==> src/rtl/reg_file_clr.sv <==
// reg_file_clr: 32 x WIDTH integer register file feeding the ALU operands.
// A clear engine sweeps x1..x31 after reset; ready rises once the sweep ends.
//
// Ports:
//   clk, rst   rising-edge clock, synchronous active-high reset
//   a1, a2     combinational read addresses (rd1 -> ALU a, rd2 -> b mux)
//   a3, wd3    write address / data from writeback
//   we3        write enable (ignored while clearing, discarded for x0)
//   rd1, rd2   read data, forced to 0 until ready
//   ready      1 once the clear sweep is complete
module reg_file_clr #(
    parameter int                  WIDTH   = 32,
    parameter logic [WIDTH-1:0]    SP_INIT = 32'h0000_0FFC,
    parameter bit                  BYPASS  = 1'b1
) (
    input  logic             clk,
    input  logic             rst,
    input  logic [4:0]       a1,
    input  logic [4:0]       a2,
    input  logic [4:0]       a3,
    input  logic [WIDTH-1:0] wd3,
    input  logic             we3,
    output logic [WIDTH-1:0] rd1,
    output logic [WIDTH-1:0] rd2,
    output logic             ready
);

    localparam logic [0:0] S_CLEAR = 1'b0;
    localparam logic [0:0] S_RUN   = 1'b1;

    logic [0:0]       state;
    logic [4:0]       idx;
    logic [WIDTH-1:0] regs [32];

    logic             wr_en;

    // x0 is never written; reads of x0 are forced to 0 below.
    assign wr_en = (state == S_RUN) && we3 && (a3 != 5'd0);

    always_ff @(posedge clk) begin
        if (rst) begin
            state <= S_CLEAR;
            idx   <= 5'd1;
            ready <= 1'b0;
        end else begin
            unique case (state)
                S_CLEAR: begin
                    idx <= idx + 5'd1;
                    if (idx == 5'd31) begin
                        state <= S_RUN;
                        ready <= 1'b1;
                    end
                end
                S_RUN: begin
                    state <= S_RUN;
                end
                default: begin
                    state <= S_CLEAR;
                end
            endcase
        end
    end

    // Storage has no reset; the sweep gives every entry a defined value
    // before ready can expose it on the read ports.
    always_ff @(posedge clk) begin
        if (!rst) begin
            if (state == S_CLEAR) begin
                regs[idx] <= (idx == 5'd2) ? SP_INIT : '0;
            end else if (wr_en) begin
                regs[a3] <= wd3;
            end
        end
    end

    // a != 0 together with a3 == a already excludes a write to x0.
    function automatic logic [WIDTH-1:0] read_port(input logic [4:0] a);
        logic [WIDTH-1:0] v;
        v = '0;
        if (ready && (a != 5'd0)) begin
            if (BYPASS && we3 && (a3 == a)) begin
                v = wd3;
            end else begin
                v = regs[a];
            end
        end
        return v;
    endfunction

    always_comb begin
        rd1 = read_port(a1);
        rd2 = read_port(a2);
    end

endmodule

==> config.mk <==
export PLATFORM = sky130hd
export DESIGN_NAME = reg_file_clr
export DESIGN_NICKNAME = d
export VERILOG_FILES = /design/src/rtl/reg_file_clr.sv
export SDC_FILE = /design/constraint.sdc
export NUM_CORES = 1
export LEC_CHECK = 0
export ABC_CLOCK_PERIOD_IN_PS = 14700
export CELL_PAD_IN_SITES_DETAIL_PLACEMENT = 1
export CELL_PAD_IN_SITES_GLOBAL_PLACEMENT = 1
export CORE_MARGIN = 4
export CORE_UTILIZATION = 59
export CTS_CLUSTER_SIZE = 25
export DETAILED_ROUTE_END_ITERATION = 8
export GPL_TIMING_DRIVEN = 0
export PLACE_DENSITY_LB_ADDON = 0.1
export SYNTH_ARGS = -nofsm -noshare
export SYNTH_HDL_FRONTEND = slang
export SYNTH_SLANG_ARGS = --single-unit
==> constraint.sdc <==
create_clock -name clk -period 14.7 [get_ports clk]
set_clock_uncertainty 0.05 [all_clocks]
set_input_delay 1.47 -clock clk [delete_from_list [all_inputs] [get_ports clk]]
set_output_delay 1.47 -clock clk [all_outputs]
set_load 0.02 [all_outputs]
# Yosys cells after proc, flatten, opt, wreduce, memory -nomap -nowiden
# Memories as Yosys holds them, arrays and structs flattened.
# Cells that the tools add are included.
totals:
  regBits: 7
  latch_bits: 0
  mem_bits_rw: 1024
  romBits: 0
  inputBits: 50
  out_inout_bits: 65
  elab_cells: 38
  n_memories: 1
op_classes:
  addsub: 1
  multipliers: 0
  div: 0
  order_cmp: 0
  eq_ne: 4
  shifts: 0
  n_mux: 17
  bitwise: 1
  n_reduce_logical: 11
memory_table:
  columns: ["memory", "depth", "width", "rd", "rd_clocked_by_memory_dff", "wr", "line_no", "text"]
  rows:
  - ["regs", 32, 32, 2, 0, 1, "33", "logic [WIDTH-1:0] regs [32];"]
ops:
  columns: ["op", "n"]
  rows:
  - ["$mux W32", 5]
  - ["$reduce_or A32 Y1", 1]
  - ["$reduce_bool A5 Y1", 3]
  - ["$mux W12", 1]
  - ["$eq A5 B5 Y1", 2]
  - ["$mux W1", 9]
  - ["$logic_and A1 B1 Y1", 6]
  - ["$add A5 B1 Y5 const B", 1]
  - ["$eq A5 B2 Y1 const B", 1]
  - ["$eq A5 B5 Y1 const B", 1]
  - ["$mux W5", 1]
  - ["$pmux W1 S2", 1]
  - ["$reduce_and A2 Y1", 1]
  - ["$not A1 Y1", 1]

# Logic depth before layout (Yosys ltp)
depth:
  ltp_word: 8
  depth_mapped: 9
  ltp_nobuf: 5

# Least setup slack after synthesis
# Ideal clock, no wire load.
synth_path:
  kind: "input -> register"
  start: "input port a3[3]"
  end: "memory regs[31][0], enable pin"
  arrival_ns: 5.164
  t_required_ns: 14.189
  slack_ns: 9.025
  stages: 7
  path_buffers: 2
  cell_sequence: "buf_2 nor4_4 a2111oi_4 buf_4 mux2i_1 nand2_1 nor3_1"
synth_between:
  elab_chain_len: 8
  elab_cells_between_ends: 9
  classes_between: "mux (6); reduce/logical (3)"
synth_lines:
  columns: ["element", "line_no", "text"]
  rows:
  - ["from (decl)", "20", "input logic [4:0] a3,"]
  - ["$reduce_bool A5 Y1", "38", "assign wr_en = (state == S_RUN) && we3 && (a3 != 5'd0);"]
  - ["$logic_and A1 B1 Y1", "38", null]
  - ["$mux W1", "70", "end else if (wr_en) begin"]
  - ["$mux W1", "68", "if (state == S_CLEAR) begin"]
  - ["$mux W1", "67", "if (!rst) begin"]
  - ["$mux W1 (implied by the code)", "71", "regs[a3] <= wd3;"]
  - ["$reduce_or A32 Y1 (no source line)", null, null]
  - ["$mux W5 (no source line) / $mux W1 (equally long branches)", null, null]
  - ["to (decl)", "33", null]
# Parallel ways exist; a longest one is shown, timed or not.

# Worst setup path after layout
layout_path:
  start: "input port a1[2]"
  end: "output port rd1[18]"
layout_between:
  elab_chain_len: 4
  elab_cells_between_ends: 7
  classes_between: "eq/ne (1); mux (2); reduce/logical (3); memory (1)"
layout_lines:
  columns: ["element", "line_no", "text"]
  rows:
  - ["from (decl)", "18", "input logic [4:0] a1,"]
  - ["parallel branches: the longest is 3 deep, another holds $mem_v2 Z32 W32", null, null]
  - ["$mux W32 *", "80", "if (ready && (a != 5'd0)) begin"]
  - ["to (decl)", "23", "output logic [WIDTH-1:0] rd1,"]
# Every way passes the cells marked *.

==> impl_metrics.json <==
{
  "min_period_over_period_pct": 56.26,
  "switchingPower_mw": 1.610,
  "p_clk_share_pct": 40.6,
  "antenna_found_initial": 14,
  "peakVddDrop_uv": 120.2,
  "wl_per_cell_um": 49.72,
  "min_from": "idx[4]",
  "design_area_sq_um": 56000,
  "cts_buffers": 105,
  "critPathCaptureType": "output port",
  "grt_max_degree": 33,
  "rsz0062_at_grt": "false",
  "fp.dieW_um": 296.2,
  "r2r_start": "state",
  "power_density_nw_per_um2": 116.5,
  "first_pass_iters": 6,
  "synth.top_cell.area_share_pct": 62.74,
  "cts-resized-gates": 0,
  "pwr-share-comb_pct": 9.5,
  "finalCriticalPeriod_ns": 8.270,
  "die_h_um": 296.2,
  "io_pins": 115,
  "relSlewSlack_pct": -6.083,
  "arrival_ns": 6.75,
  "gp_congestion": 0.9947,
  "ff2ff_setup_slack_ns": 10.38,
  "avgSynthCellArea_sq_um": 18.39,
  "max_stage_delay_ns": 1.03,
  "vias": 34201,
  "cp.required_ns": 13.18,
  "first_iter_violations": 6337,
  "pwr-share-seq_pct": 49.9,
  "track_usage_pct": 46.52,
  "post_cts_buffers": 0,
  "yosys_warnings": 0,
  "clkTransAtPathRegs_ns": 0.07,
  "violations": "capacitance limit, slew limit",
  "drc": 0,
  "critPathLaunch": "a1[2]",
  "synthTopCellsByArea": "edfxtp_1, mux4_2, mux2i_1",
  "die_area_sq_um": 87740,
  "run_status": "finished with violations",
  "clkLatencyLatePin_ns": 0.69,
  "yosysMostFrequentCell": "edfxtp_1",
  "post-dp-hpwl_um": 137900,
  "min_path_type": "flip-flop to flip-flop",
  "worstMarginPinSlew_ns": 1.591,
  "netlist_area_sq_um": 49010,
  "stdcell_count": 4093,
  "place_area_sq_um": 52630,
  "place_inst": 3897,
  "start_util_pct": 59.59,
  "drv_slew": 22,
  "ys_seq_area_share_pct": 63.03,
  "p_int_mw": 4.913,
  "fmaxAchievable_mhz": 120.9,
  "synth_top_area_cell": "edfxtp_1",
  "grt_pass1_vias": 34263,
  "area_growth_pct": 14.26,
  "cts_root_buffer": "clkbuf_16",
  "ys_seq_elements": 1031,
  "cp_cell_sequence": "clkdlybuf4s50_1 > buf_2 > buf_2 > clkbuf_1 > mux4_2 > a22oi_1 > nand4_1 > a32o_1 > clkdlybuf4s50_1",
  "hold_slack_ns": 0.5722,
  "fp-row-count": 105,
  "vias_per_cell": 8.356,
  "htreeDepth": 3,
  "ys_types": 59,
  "synth_edf_count": 1024,
  "syn_inst": 2665,
  "holdBufCountCts": 0,
  "cts_tree": "yes",
  "setup_violations": 0,
  "swShare_pct": 24.68,
  "grt_pass1_wl_um": 275800,
  "drive_gt1_share_pct": 25.88,
  "layout_setup_ws_ns": 6.430,
  "overflow": 0,
  "r2r-end": "regs[25][19]",
  "cts.sinks": 1031,
  "power_mw": 6.523,
  "synth_commonest_cells": "edfxtp_1, mux4_2, mux2i_1",
  "cp_slowest_cell": "clkbuf_1",
  "synth_nets": 2718,
  "endpoint": "rd1[18]",
  "wl_um": 203500,
  "cp-start-kind": "input port",
  "port_buffers": 106,
  "dpl_worst_slack_ns": 6.831,
  "maxCapViolCount": 2,
  "path_class": "input port to output port",
  "p_leak_nw": 18.02,
  "critPathMaxFanout": 11,
  "ys.flop_type": "edfxtp_1",
  "fp.coreArea_sq_um": 82240,
  "setup_tns_ns": 0,
  "hold_viol_final": 0,
  "synthArstFlopShare_pct": 0,
  "clockBufferDepth": 3,
  "ff2ff_path_depth": 6,
  "final_util_pct": 68.09,
  "fin_nets": 2990,
  "postRouteAntennaNets": 0
}
-- logic make-up after synthesis --
kind of cell    share of synthesized area [%]
mux                                     24.01
buf+inv                                 2.558
xor+xnor                               0.2323
flops                                   63.03
fa+ha+maj                             0.07660
simple gates                            2.443
compound gates                          7.649
-- critical path: cells and delay by family --
kind            cells  cell delay (ns)
compound gates      2             1.31
buf+inv             5             3.25
mux                 1             0.43
simple gates        1             0.27
-- power groups by stage --
stage                     registers (mW)  logic, mW  clock network [mW]
after floorplan                     3.31      0.328                   0
after global placement              3.32      0.549                   0
after detailed placement            3.32      0.578                   0
after CTS                           3.25      0.584                2.62
after global routing                3.26      0.615                2.75
final                               3.26      0.618                2.65
-- area by class of cell --
| class | instances | area (sq um) |
|---|---|---|
| Fill cell | 6704 | 26250 |
| Timing Repair Buffer | 165 | 2125 |
| Inverter | 9 | 33.78 |
| Antenna cell | 9 | 22.52 |
| Clock buffer | 119 | 2744 |
| Buffer | 225 | 1221 |
| Tap cell | 1070 | 1339 |
| Clock inverter | 65 | 524.3 |
| Sequential cell | 1031 | 30890 |
| Multi-Input combinational cell | 1400 | 17100 |
-- how the worst min path moves through the flow --
stage               endpoint  depth (start not counted)
finish                idx[4]                          2
global route          idx[0]                          2
CTS                   idx[1]                          2
detailed placement    idx[1]                          2
global placement      idx[0]                          2
floorplan             idx[0]                          2
-- flip-flops by register name (all words and copies together), names as in the netlist --
name and cells:
idx 5, ready 1, state 1, regs 1024
-- layout by cell type (no fill, tap or decap), types with 32 or more instances in the layout --
| cell type | instances |
|---|---|
| a22oi_1 | 70 |
| mux2i_1 | 284 |
| edfxtp_1 | 1024 |
| a211oi_1 | 41 |
| clkdlybuf4s50_1 | 106 |
| a2111oi_0 | 32 |
| nand2_1 | 77 |
| clkbuf_16 | 108 |
| buf_6 | 35 |
| nor2b_1 | 40 |
| a221oi_1 | 62 |
| buf_2 | 78 |
| buf_4 | 46 |
| mux4_2 | 387 |
| a21oi_1 | 46 |
| clkbuf_1 | 94 |
-- per-layer routing --
metal	vias to the layer above	GRT usage (%)	wire, um
met2	3685	67.11	87310
met1	17494	56.96	64660
met4	18	27.51	15830
met3	942	23.04	35300
met5	-	1.843	440
li1	12062	-	-
No activity file was read; power rests on OpenSTA's default activity.
